**src/rtl/tt_ternary_pkg.sv**
```systemverilog
// Shared widths, ternary weight encodings, FSM state type and the ternary
// term helper used by the matrix-vector stage and its column accumulators.
package tt_ternary_pkg;

  localparam int MAX_IN_LEN  = 16;
  localparam int MAX_OUT_LEN = 8;
  localparam int ACT_W       = 8;
  localparam int IN_IDX_W    = $clog2(MAX_IN_LEN);
  localparam int OUT_IDX_W   = $clog2(MAX_OUT_LEN);
  // One sign bit of headroom beyond the worst-case sum of MAX_IN_LEN activations.
  localparam int ACC_W       = ACT_W + IN_IDX_W + 1;

  localparam logic [1:0] TERN_POS  = 2'b01;
  localparam logic [1:0] TERN_NEG  = 2'b11;
  localparam logic [1:0] TERN_ZERO = 2'b00;

  typedef enum logic [1:0] {
    IDLE  = 2'd0,
    ACCUM = 2'd1,
    DRAIN = 2'd2
  } state_t;

  // Signed contribution of one weight/activation pair, already at accumulator width.
  // 2'b10 is unused by the loader and decodes as zero, same as 2'b00.
  function automatic logic signed [ACC_W-1:0] tern_term(input logic [1:0] w,
                                                        input logic signed [ACT_W-1:0] x);
    logic signed [ACC_W-1:0] x_ext;
    logic signed [ACC_W-1:0] term;
    x_ext = {{(ACC_W-ACT_W){x[ACT_W-1]}}, x};
    case (w)
      TERN_POS: term = x_ext;
      TERN_NEG: term = -x_ext;
      default:  term = {ACC_W{1'b0}};
    endcase
    return term;
  endfunction

endpackage

```
**src/rtl/tt_um_matvec_if.sv**
```systemverilog
// Activation input and result output handshakes of the matrix-vector stage.
// slave: the stage itself; master: whatever feeds activations and takes results.
interface tt_um_matvec_if;
  import tt_ternary_pkg::*;

  logic signed [ACT_W-1:0] in_data;
  logic                    in_valid;
  logic                    in_ready;
  logic signed [ACC_W-1:0] out_data;
  logic                    out_valid;
  logic                    out_ready;
  logic                    out_last;

  modport slave (
    input  in_data, in_valid, out_ready,
    output in_ready, out_data, out_valid, out_last
  );

  modport master (
    output in_data, in_valid, out_ready,
    input  in_ready, out_data, out_valid, out_last
  );

endinterface

```
**src/rtl/tt_ternary_acc.sv**
```systemverilog
// One column accumulator: adds, subtracts or skips the current activation
// according to its ternary weight. Clear has priority over a concurrent beat.
module tt_ternary_acc
  import tt_ternary_pkg::*;
(
  input  logic                    clk,
  input  logic                    rst_n,
  input  logic                    clr,
  input  logic                    en,
  input  logic [1:0]              w,
  input  logic signed [ACT_W-1:0] x,
  output logic signed [ACC_W-1:0] acc
);

  logic signed [ACC_W-1:0] acc_r;

  // Running column sum, cleared between vectors and on abort
  always_ff @(posedge clk or negedge rst_n) begin
    if (!rst_n) begin
      acc_r <= {ACC_W{1'b0}};
    end else if (clr) begin
      acc_r <= {ACC_W{1'b0}};
    end else if (en) begin
      acc_r <= acc_r + tern_term(w, x);
    end else begin
      acc_r <= acc_r;
    end
  end

  assign acc = acc_r;

endmodule

```
**src/rtl/tt_um_matvec.sv**
```systemverilog
// Ternary matrix-vector stage. Reads the loader's weight array, accumulates
// y[j] = sum_i w[i][j]*x[i] over one vector of activations, then streams the
// selected results out one per handshake. All handshake outputs are registers.
module tt_um_matvec
  import tt_ternary_pkg::*;
(
  input  logic                                          clk,
  input  logic                                          rst_n,
  input  logic                                          ena,
  input  logic                                          w_done,
  input  logic [MAX_IN_LEN-1:0][MAX_OUT_LEN-1:0][1:0]  weights,
  input  logic [IN_IDX_W-1:0]                           in_len_m1,
  input  logic [OUT_IDX_W-1:0]                          out_len_m1,
  tt_um_matvec_if.slave                                 bus
);

  localparam logic [IN_IDX_W-1:0]  IN_ZERO  = {IN_IDX_W{1'b0}};
  localparam logic [IN_IDX_W-1:0]  IN_ONE   = {{(IN_IDX_W-1){1'b0}}, 1'b1};
  localparam logic [OUT_IDX_W-1:0] OUT_ZERO = {OUT_IDX_W{1'b0}};
  localparam logic [OUT_IDX_W-1:0] OUT_ONE  = {{(OUT_IDX_W-1){1'b0}}, 1'b1};
  localparam logic signed [ACC_W-1:0] ACC_ZERO = {ACC_W{1'b0}};

  state_t                  state_r;
  logic                    w_ok_r;
  logic [IN_IDX_W-1:0]     in_idx_r;
  logic [IN_IDX_W-1:0]     len_in_r;
  logic [OUT_IDX_W-1:0]    out_idx_r;
  logic [OUT_IDX_W-1:0]    len_out_r;
  logic                    in_ready_r;
  logic                    out_valid_r;
  logic                    out_last_r;
  logic signed [ACC_W-1:0] out_data_r;

  logic signed [ACC_W-1:0] acc_s [MAX_OUT_LEN];
  logic                    beat_s;
  logic                    out_fire_s;
  logic                    out_end_s;
  logic                    abort_s;
  logic                    clr_s;
  logic                    acc_en_s;
  logic                    in_end_s;
  logic [IN_IDX_W-1:0]     len_in_s;
  logic [OUT_IDX_W-1:0]    len_out_s;
  logic [OUT_IDX_W-1:0]    next_out_idx_s;
  logic signed [ACC_W-1:0] first_sum_s;

  // Lengths are taken straight from the ports on the first beat (when they
  // are also being latched) so a single-beat vector ends correctly.
  assign len_in_s   = (in_idx_r == IN_ZERO) ? in_len_m1  : len_in_r;
  assign len_out_s  = (in_idx_r == IN_ZERO) ? out_len_m1 : len_out_r;

  assign beat_s     = (state_r == ACCUM) && in_ready_r && bus.in_valid;
  assign in_end_s   = beat_s && (in_idx_r == len_in_s);
  assign out_fire_s = (state_r == DRAIN) && out_valid_r && bus.out_ready;
  assign out_end_s  = out_fire_s && (out_idx_r == len_out_r);
  assign abort_s    = !ena || (w_done && (state_r != IDLE));
  assign clr_s      = abort_s || out_end_s;
  assign acc_en_s   = beat_s && !abort_s;

  assign next_out_idx_s = out_idx_r + OUT_ONE;

  // Column 0 including the final beat, so the first result can be registered
  // on the same edge that accepts the last activation.
  assign first_sum_s = acc_s[0] + tern_term(weights[in_idx_r][0], bus.in_data);

  for (genvar j = 0; j < MAX_OUT_LEN; j++) begin : g_col
    tt_ternary_acc u_acc (
      .clk   (clk),
      .rst_n (rst_n),
      .clr   (clr_s),
      .en    (acc_en_s),
      .w     (weights[in_idx_r][j]),
      .x     (bus.in_data),
      .acc   (acc_s[j])
    );
  end

  // Control FSM: state, weight-ready flag, indices, length latches and handshake outputs
  always_ff @(posedge clk or negedge rst_n) begin
    if (!rst_n) begin
      state_r     <= IDLE;
      w_ok_r      <= 1'b0;
      in_idx_r    <= IN_ZERO;
      len_in_r    <= IN_ZERO;
      out_idx_r   <= OUT_ZERO;
      len_out_r   <= OUT_ZERO;
      in_ready_r  <= 1'b0;
      out_valid_r <= 1'b0;
      out_last_r  <= 1'b0;
      out_data_r  <= ACC_ZERO;
    end else if (!ena) begin
      state_r     <= IDLE;
      w_ok_r      <= 1'b0;
      in_idx_r    <= IN_ZERO;
      len_in_r    <= IN_ZERO;
      out_idx_r   <= OUT_ZERO;
      len_out_r   <= OUT_ZERO;
      in_ready_r  <= 1'b0;
      out_valid_r <= 1'b0;
      out_last_r  <= 1'b0;
      out_data_r  <= ACC_ZERO;
    end else begin
      w_ok_r <= w_ok_r | w_done;
      case (state_r)
        IDLE: begin
          out_valid_r <= 1'b0;
          out_last_r  <= 1'b0;
          if (w_ok_r) begin
            state_r    <= ACCUM;
            in_ready_r <= 1'b1;
          end else begin
            state_r    <= IDLE;
            in_ready_r <= 1'b0;
          end
        end
        ACCUM: begin
          if (w_done) begin
            // Weights are being reloaded: drop the partial vector.
            state_r    <= ACCUM;
            in_idx_r   <= IN_ZERO;
            in_ready_r <= 1'b1;
          end else if (beat_s) begin
            if (in_idx_r == IN_ZERO) begin
              len_in_r  <= in_len_m1;
              len_out_r <= out_len_m1;
            end
            in_idx_r <= in_idx_r + IN_ONE;
            if (in_end_s) begin
              state_r     <= DRAIN;
              in_ready_r  <= 1'b0;
              out_idx_r   <= OUT_ZERO;
              out_valid_r <= 1'b1;
              out_data_r  <= first_sum_s;
              out_last_r  <= (len_out_s == OUT_ZERO);
            end
          end
        end
        DRAIN: begin
          if (w_done) begin
            state_r     <= ACCUM;
            in_idx_r    <= IN_ZERO;
            out_idx_r   <= OUT_ZERO;
            in_ready_r  <= 1'b1;
            out_valid_r <= 1'b0;
            out_last_r  <= 1'b0;
          end else if (out_end_s) begin
            state_r     <= ACCUM;
            in_idx_r    <= IN_ZERO;
            out_idx_r   <= OUT_ZERO;
            in_ready_r  <= 1'b1;
            out_valid_r <= 1'b0;
            out_last_r  <= 1'b0;
          end else if (out_fire_s) begin
            out_idx_r  <= next_out_idx_s;
            out_data_r <= acc_s[next_out_idx_s];
            out_last_r <= (next_out_idx_s == len_out_r);
          end
        end
        default: begin
          state_r     <= IDLE;
          in_idx_r    <= IN_ZERO;
          out_idx_r   <= OUT_ZERO;
          in_ready_r  <= 1'b0;
          out_valid_r <= 1'b0;
          out_last_r  <= 1'b0;
        end
      endcase
    end
  end

  assign bus.in_ready  = in_ready_r;
  assign bus.out_valid = out_valid_r;
  assign bus.out_data  = out_data_r;
  assign bus.out_last  = out_last_r;

endmodule

```
**src/flat_wrapper.sv**
```systemverilog
// flat-port wrapper written by rule: the top's interface ports become plain ports
module tt_um_matvec_flat import tt_ternary_pkg::*;
  (clk, rst_n, ena, w_done, weights, in_len_m1, out_len_m1, bus_in_data, bus_in_valid, bus_out_ready, bus_in_ready, bus_out_data, bus_out_valid, bus_out_last);
  tt_um_matvec_if bus_i ();
  input  logic clk;
  input  logic rst_n;
  input  logic ena;
  input  logic w_done;
  input  logic [MAX_IN_LEN-1:0][MAX_OUT_LEN-1:0][1:0] weights;
  input  logic [IN_IDX_W-1:0] in_len_m1;
  input  logic [OUT_IDX_W-1:0] out_len_m1;
  input wire logic [$bits(bus_i.in_data)-1:0] bus_in_data;
  input wire logic [$bits(bus_i.in_valid)-1:0] bus_in_valid;
  input wire logic [$bits(bus_i.out_ready)-1:0] bus_out_ready;
  output wire logic [$bits(bus_i.in_ready)-1:0] bus_in_ready;
  output wire logic [$bits(bus_i.out_data)-1:0] bus_out_data;
  output wire logic [$bits(bus_i.out_valid)-1:0] bus_out_valid;
  output wire logic [$bits(bus_i.out_last)-1:0] bus_out_last;
  assign bus_i.in_data = bus_in_data;
  assign bus_i.in_valid = bus_in_valid;
  assign bus_i.out_ready = bus_out_ready;
  assign bus_in_ready = bus_i.in_ready;
  assign bus_out_data = bus_i.out_data;
  assign bus_out_valid = bus_i.out_valid;
  assign bus_out_last = bus_i.out_last;
  tt_um_matvec u_core (.clk(clk), .rst_n(rst_n), .ena(ena), .w_done(w_done), .weights(weights), .in_len_m1(in_len_m1), .out_len_m1(out_len_m1), .bus(bus_i));
endmodule
```
**config.mk**
```make
export PLATFORM = sky130hd
export DESIGN_NAME = tt_um_matvec_flat
export DESIGN_NICKNAME = d
export VERILOG_FILES = /design/src/rtl/tt_ternary_pkg.sv /design/src/rtl/tt_um_matvec_if.sv /design/src/rtl/tt_ternary_acc.sv /design/src/rtl/tt_um_matvec.sv /design/src/flat_wrapper.sv
export SDC_FILE = /design/constraint.sdc
export NUM_CORES = 1
export LEC_CHECK = 0
export BUFFER_PORTS_ARGS = -buffer_cell sky130_fd_sc_hd__buf_2
export CAP_MARGIN = 20
export CORE_MARGIN = 2
export CORE_UTILIZATION = 53
export CTS_BUF_LIST = sky130_fd_sc_hd__clkbuf_8
export CTS_CLUSTER_SIZE = 30
export DETAILED_ROUTE_END_ITERATION = 6
export GPL_TIMING_DRIVEN = 0
export PLACE_DENSITY = 0.92
export RECOVER_POWER = 25
export SYNTH_ARGS = -nofsm -noshare
export SYNTH_HDL_FRONTEND = slang
export SYNTH_SLANG_ARGS = --single-unit
```
**constraint.sdc**
```tcl
create_clock -name clk -period 4.2 [get_ports clk]
set_input_delay 0.63 -clock clk [delete_from_list [all_inputs] [get_ports clk]]
set_output_delay 0.63 -clock clk [all_outputs]
set_load 0.01 [all_outputs]
```
==> results of run 1 <==
registers in the layout, indices dropped and copies added (netlist names), 3 cells and up:
signal                  flops
u_core.bus.out_data        13
u_core.g_col.u_acc.acc    104
u_core.len_out_r            3
u_core.len_in_r             4
u_core.out_idx_r            3
u_core.in_idx_r             4
repair_timing:
| action | CTS | global route |
|---|---|---|
| gates resized for setup | 110 | 121 |
| pin swaps | 14 | 69 |
| buffers inserted | 17 | 42 |
| gates cloned | 0 | 2 |
| setup endpoints to repair | 67 | 35 |
cell type report:
cell class | count | area share (%)
Antenna cell | 6 | 0.08313
Timing Repair Buffer | 351 | 10.88
Inverter | 38 | 0.8452
Clock inverter | 13 | 0.9837
Sequential cell | 136 | 18.85
Clock buffer | 19 | 1.448
Buffer | 96 | 3.935
Tap cell | 341 | 2.362
Multi-Input combinational cell | 1376 | 60.61
cells in the mapped netlist, types with 15 or more instances:
cell | count | area (sq um)
ha_1 | 105 | 1314
a21oi_1 | 195 | 975.9
xor2_1 | 53 | 464.2
inv_1 | 34 | 127.6
xnor2_1 | 67 | 586.8
mux4_2 | 74 | 1667
a21o_1 | 34 | 255.2
nand3_1 | 24 | 120.1
o21a_1 | 19 | 142.6
nor2_1 | 174 | 653.1
mux2i_1 | 41 | 410.4
a211oi_1 | 17 | 127.6
nand2b_1 | 15 | 93.84
mux2_2 | 30 | 337.8
clkbuf_1 | 59 | 221.5
o21ai_0 | 73 | 365.4
or3_1 | 30 | 187.7
dfrtp_1 | 136 | 3403
nand2_1 | 221 | 829.6
worst register-to-register path: cells and delay by family, from the launching register on:
kind                     cells  cell delay, ns
buffers and inverters        4            0.61
flip-flops                   1            0.48
adder cells (fa/ha/maj)      1            0.37
AO/OA/AOI/OAI                8            1.62
XOR/XNOR                     3            0.50
AND/OR/NAND/NOR              4            0.58
final timing paths:
path                                    startpoint  slack [ns]  cells after the start                      end
worst max register to register  u_core.in_idx_r[0]       -0.09                     20  u_core.bus.out_data[12]
worst min register to register       u_core.w_ok_r        0.52                      2            u_core.w_ok_r
worst min-delay path                 out_len_m1[1]        0.37                      2      u_core.len_out_r[1]
min in group asynchronous                    rst_n        1.04                      1   u_core.bus.out_data[2]
max in group asynchronous                    rst_n        1.52                      1       u_core.len_in_r[2]
worst max-delay path            u_core.in_idx_r[0]       -0.09                     20  u_core.bus.out_data[12]
metal layers:
layer	track usage [%]	routed length, um	vias up
met5	0	26	-
met2	64.41	27040	1334
met4	21.89	3979	4
li1	-	-	6735
met3	12.04	8068	326
met1	49.14	20920	7670
cells by family (layout without fill, tap and decap cells):
kind of cell | count (synthesis) | after routing | synth area share, %
fa+ha+maj | 113 | 113 | 10.32
buf+inv | 135 | 517 | 4.566
compound gates | 487 | 487 | 21.45
simple gates | 511 | 511 | 15.55
flops | 136 | 136 | 23.84
xor+xnor | 120 | 120 | 7.362
other cells | 0 | 6 | 0
mux | 145 | 145 | 16.91
stage by stage:
stage	instance area [sq um]	util, %
final	18060	67.58
after global placement	16140	60.41
after detailed placement	16180	60.53
after global routing	18060	67.58
after floorplan	14280	-
after CTS	17190	64.32
power groups by stage:
stage	clock network (mW)	registers (mW)	logic, mW
after global placement	0	1.39	0.910
final	1.26	1.37	1.12
after CTS	1.24	1.37	0.998
after detailed placement	0	1.39	0.943
after global routing	1.28	1.37	1.19
after floorplan	0	1.39	0.571
==> impl_metrics.env, run 1 <==
export IMPL_post_drt_wl_per_cell_um=25.27
export IMPL_dieArea_sq_mm=0.02826
export IMPL_rows=60
export IMPL_grt_pass1_wl_um=86780
export IMPL_cp_end_kind="register"
export IMPL_cts_buffers=17
export IMPL_dr_total_vias=16069
export IMPL_hold_viol_final=0
export IMPL_post_route_period_util_pct=102.1
export IMPL_grt_max_degree=90
export IMPL_worstMarginPinSlew_ns=2.844
export IMPL_ys_ff_latch=136
export IMPL_cap_violations=1
export IMPL_async_reset_ff_share_pct=100.0
export IMPL_drtAntennaViolNets=0
export IMPL_synth_seq_area_share_pct=23.84
export IMPL_critPathMaxStageDelay_ns=0.48
export IMPL_final_cell_mix="297 x buf_2, 216 x nand2_1, 172 x a21oi_1, 165 x nor2_1, 135 x dfrtp_1"
export IMPL_cts_hold_buf=0
export IMPL_required_ns=4.56
export IMPL_crit_family="compound AO/OA/AOI/OAI gates"
export IMPL_die_w_um=168.1
export IMPL_clock_sinks=136
export IMPL_clkTransAtPathRegs_ns=0.09
export IMPL_synth_cells=1647
export IMPL_setup_violations=11
export IMPL_finalNetCount=2406
export IMPL_cp_slowest_cell="dfrtp_2"
export IMPL_dr_pass1_iters=7
export IMPL_fill_cells=2030
export IMPL_pwr_share_comb_pct=29.9
export IMPL_crit_chain="buf_12 > buf_12 > and2_4 > buf_6 > a22oi_2 > o21ai_4 > o21ai_4 > nor2b_4 > xnor2_2 > nor2_1 > ha_1 > a211oi_2 > o21ai_2 > o2111ai_4 > nand3_2 > a21o_1 > xnor2_2 > buf_4 > xor2_1 > o22ai_1"
export IMPL_critPathArrivalTime_ns=4.65
export IMPL_htree_levels=4
export IMPL_ys_types=68
export IMPL_mappedNetlistArea_sq_mm=0.01428
export IMPL_critical_path_class="register to register"
export IMPL_drv_slew=48
export IMPL_io_buffers=288
export IMPL_clk_latency_ns=0.49
export IMPL_totalWireLength_um=60030
export IMPL_min_path_type="input pin to register"
export IMPL_cts_root_buf="clkbuf_8"
export IMPL_setup_tns_ns=-0.4733
export IMPL_critPathMaxFanout=10
export IMPL_worst_slack_ns=-0.08756
export IMPL_antenna_found_initial=10
export IMPL_outcome="finished, violations left"
export IMPL_placed_cells_incl_taps=2277
export IMPL_netSwitchingPower_mw=1.282
export IMPL_start_kind="register"
export IMPL_p_int_mw=2.476
export IMPL_layout_commonest_cell="buf_2"
export IMPL_fin_cells=2376
export IMPL_area_growth_pct=26.51
export IMPL_dp_slack_ns=-0.9096
export IMPL_clock_power_share_pct=33.6
export IMPL_drc=1
export IMPL_grt_total_usage_pct=40.30
export IMPL_drive_gt1_share_pct=33.42
export IMPL_die_y_um=168.1
export IMPL_gp_congestion=1.062
export IMPL_cts_tree="done"
export IMPL_io_pins=293
export IMPL_skew_ns=0.01497
export IMPL_hold_ws_ns=0.3727
export IMPL_synth_edff_count=0
export IMPL_seqPwrFrac_pct=36.4
export IMPL_place_hpwl_um=44400
export IMPL_report_power_total_mw=3.758
export IMPL_rsz0062_at_grt="true"
export IMPL_first_iter_violations=2278
export IMPL_grt_pass1_vias=15478
export IMPL_core_sq_mm=0.02673
export IMPL_start_util_pct=53.42
export IMPL_swShare_pct=34.12
export IMPL_via_per_inst=6.763
export IMPL_p_leak_nw=8.211
export IMPL_regArea_sq_mm=0.003405
export IMPL_multi_input_area_sq_mm=0.01095
export IMPL_ys_flop_type="dfrtp_1"
export IMPL_grt_overflow=0
export IMPL_fmax_ghz=0.2332
export IMPL_failed_checks="DRC, capacitance limit, slew limit, setup timing"
export IMPL_syn_avg_cell_area_sq_um=8.668
export IMPL_maxSlewHeadroom_pct=-89.62
export IMPL_fin_crit_ns=4.288
export IMPL_p_per_area_mw_per_mm2=208.1
export IMPL_synth_warning_count=0
export IMPL_vdd_drop_max_uv=211.0
export IMPL_syn_nets=2037
export IMPL_crit_buf_inv=4
export IMPL_cts_buffer_depth=2
No activity file was read; power rests on OpenSTA's default activity.
==> run 2: changes to the inputs <==
==> constraint.sdc (replaced) <==
create_clock -name clk -period 3.7 [get_ports clk]
set_input_delay 0.555 -clock clk [delete_from_list [all_inputs] [get_ports clk]]
set_output_delay 0.555 -clock clk [all_outputs]
set_load 0.01 [all_outputs]
==> run 2 against run 1 <==
Net effect:
- the flow finishes with violations (capacitance limit, slew limit, setup timing)
- first-iteration DRC count down 1.1%
- core utilization up 6.4 points
- non-clock buffer count up 98
- critical endpoint is now u_core.g_col[0].u_acc.acc[12]
- die area unchanged
- wire length up 9.1%
- power up 16%
- critical path depth down 2
- setup slack worse by 0.41 ns
- worst hold slack worse by 0.068 ns
- clock skew down 0.0044 ns
- sequential cell count unchanged
- clock power up 6%
==> impl_metrics.env, run 2 (synthesis results as in run 1) <==
export IMPL_outcome="finished, violations left"
export IMPL_failed_checks="capacitance limit, slew limit, setup timing"
export IMPL_grt_max_degree=83
export IMPL_hold_viol_final=0
export IMPL_finalNetCount=2504
export IMPL_p_leak_nw=8.866
export IMPL_core_sq_mm=0.02673
export IMPL_fin_cells=2476
export IMPL_rsz0062_at_grt="true"
export IMPL_fin_crit_ns=4.201
export IMPL_gp_congestion=1.054
export IMPL_start_util_pct=53.42
export IMPL_hold_start="out_len_m1[2]"
export IMPL_final_cell_mix="298 x buf_2, 209 x nand2_1, 145 x nor2_1, 134 x dfrtp_1"
export IMPL_drtAntennaViolNets=0
export IMPL_grt_pass1_vias=16333
export IMPL_cp_slowest_cell="or3b_4"
export IMPL_cts_root_buf="clkbuf_8"
export IMPL_worstMarginPinSlew_ns=3.187
export IMPL_clkTransAtPathRegs_ns=0.09
export IMPL_grt_busiest_layer="met2"
export IMPL_io_buffers=288
export IMPL_grt_use_met3_pct=12.11
export IMPL_drc=0
export IMPL_post_route_period_util_pct=113.5
export IMPL_place_hpwl_um=45120
export IMPL_design_area_sq_mm=0.01978
export IMPL_p_per_area_mw_per_mm2=219.5
export IMPL_totalWireLength_um=65510
export IMPL_worstHoldPathCells=2
export IMPL_via_per_inst=6.786
export IMPL_vdd_drop_max_uv=256.5
export IMPL_dieArea_sq_mm=0.02826
export IMPL_skew_ns=0.01061
export IMPL_cts_buffers=17
export IMPL_largest_reg_flops=104
export IMPL_cts_hold_buf=0
export IMPL_drive_gt1_share_pct=42.97
export IMPL_final_core_util_pct=74.02
export IMPL_die_w_um=168.1
export IMPL_maxSlewHeadroom_pct=-112.4
export IMPL_cap_violations=1
export IMPL_worst_slack_ns=-0.5005
export IMPL_dr_pass1_iters=6
export IMPL_clock_sinks=136
export IMPL_start_kind="input pin"
export IMPL_clk_latency_ns=0.49
export IMPL_required_ns=4.11
export IMPL_layout_commonest_cell="buf_2"
export IMPL_grt_pass1_wl_um=93670
export IMPL_crit_chain="buf_2 > inv_6 > ha_4 > or3b_4 > clkbuf_4 > or3_1 > clkbuf_1 > nand2_1 > xor2_2 > nor2_1 > ha_1 > or3_1 > o2111ai_2 > nand3_1 > a21o_1 > xnor2_2 > or3_1 > a21oi_1"
export IMPL_gr_usage_met2_pct=67.98
export IMPL_grt_total_usage_pct=43.83
export IMPL_dr_total_vias=16802
export IMPL_setup_tns_ns=-13.70
export IMPL_ff2ff_setup_slack_ns=-0.49
export IMPL_htree_levels=4
export IMPL_area_growth_pct=38.56
export IMPL_path_common_cell="or3_1"
export IMPL_cp_end_kind="register"
export IMPL_post_dp_cell_area_sq_mm=0.01662
export IMPL_antenna_found_initial=10
export IMPL_critPathMaxStageDelay_ns=0.44
export IMPL_io_pins=293
export IMPL_critical_path_class="input pin to register"
export IMPL_die_y_um=168.1
export IMPL_rows=60
export IMPL_critPathArrivalTime_ns=4.61
export IMPL_reg2reg_depth=20
export IMPL_cts_buffer_depth=2
export IMPL_min_path_type="input pin to register"
export IMPL_post_drt_wl_per_cell_um=26.46
export IMPL_drv_slew=55
export IMPL_placed_cells_incl_taps=2278
export IMPL_reg2reg_to="u_core.g_col[1].u_acc.acc[10]"
export IMPL_first_iter_violations=2253
export IMPL_grt_overflow=0
export IMPL_cts_tree="done"
export IMPL_use_met1_pct=54.18
export IMPL_r2r_start="u_core.in_idx_r[0]"
export IMPL_critPathMaxFanout=10
export IMPL_whs_endpoint="u_core.len_out_r[2]"
export IMPL_fmax_ghz=0.2381
export IMPL_setup_violations=55
run 2: worst max path at each step:
stage                       startpoint                             to  slack [ns]  cells past startpoint
CTS                 u_core.in_idx_r[0]        u_core.bus.out_data[11]       -0.33                     17
global placement        bus_in_data[0]  u_core.g_col[0].u_acc.acc[12]       -0.96                     18
floorplan               bus_in_data[2]        u_core.bus.out_data[11]       -0.28                     18
global route        u_core.in_idx_r[0]  u_core.g_col[0].u_acc.acc[12]       -0.55                     19
finish                  bus_in_data[0]  u_core.g_col[0].u_acc.acc[12]       -0.50                     18
detailed placement      bus_in_data[0]  u_core.g_col[0].u_acc.acc[12]       -1.03                     18
run 2: what timing repair did:
action	CTS	global route
pin swaps	161	122
buffers inserted	117	44
resized for setup	250	110
cloned	5	0
setup endpoints to repair	91	77
run 2: final cells by class:
| cell class | count | area (sq um) |
|---|---|---|
| Timing Repair Buffer | 449 | 2856 |
| Multi-Input combinational cell | 1376 | 11790 |
| Buffer | 96 | 725.7 |
| Sequential cell | 136 | 3406 |
| Clock inverter | 15 | 165.2 |
| Fill cell | 1768 | 6944 |
| Inverter | 38 | 153.9 |
| Clock buffer | 17 | 234.0 |
| Antenna cell | 8 | 20.02 |
| Tap cell | 341 | 426.7 |
run 2: report_power, final:
group | internal (mW) | total (mW) | switching [mW] | leakage, nW
Sequential | 1.52 | 1.56 | 0.0390 | 1.88
Clock | 0.612 | 1.34 | 0.724 | 0.202
Combinational | 0.614 | 1.45 | 0.832 | 6.78
run 2: critical path: cells and delay by family:
| family | cells | cell delay, ns |
|---|---|---|
| compound gates | 3 | 0.48 |
| buf+inv | 4 | 0.86 |
| xor+xnor | 2 | 0.35 |
| fa+ha+maj | 2 | 0.41 |
| simple gates | 7 | 1.91 |
run 2: per-layer routing:
layer | vias up | wire length, um
li1 | 6934 | -
met1 | 7993 | 22630
met2 | 1448 | 28520
met3 | 421 | 8861
met4 | 6 | 5471
met5 | - | 38
run 2: metrics by stage:
step / worst slack (ns) / hold slack (ns) / total power, mW
after floorplan: -0.2811 / 0.2594 / 2.260
after global placement: -0.9594 / 0.4875 / 2.651
after detailed placement: -1.034 / 0.4995 / 2.690
after CTS: -0.3296 / 0.05360 / 4.130
after global routing: -0.5514 / 0.3027 / 4.444
final: -0.5005 / 0.3045 / 4.342
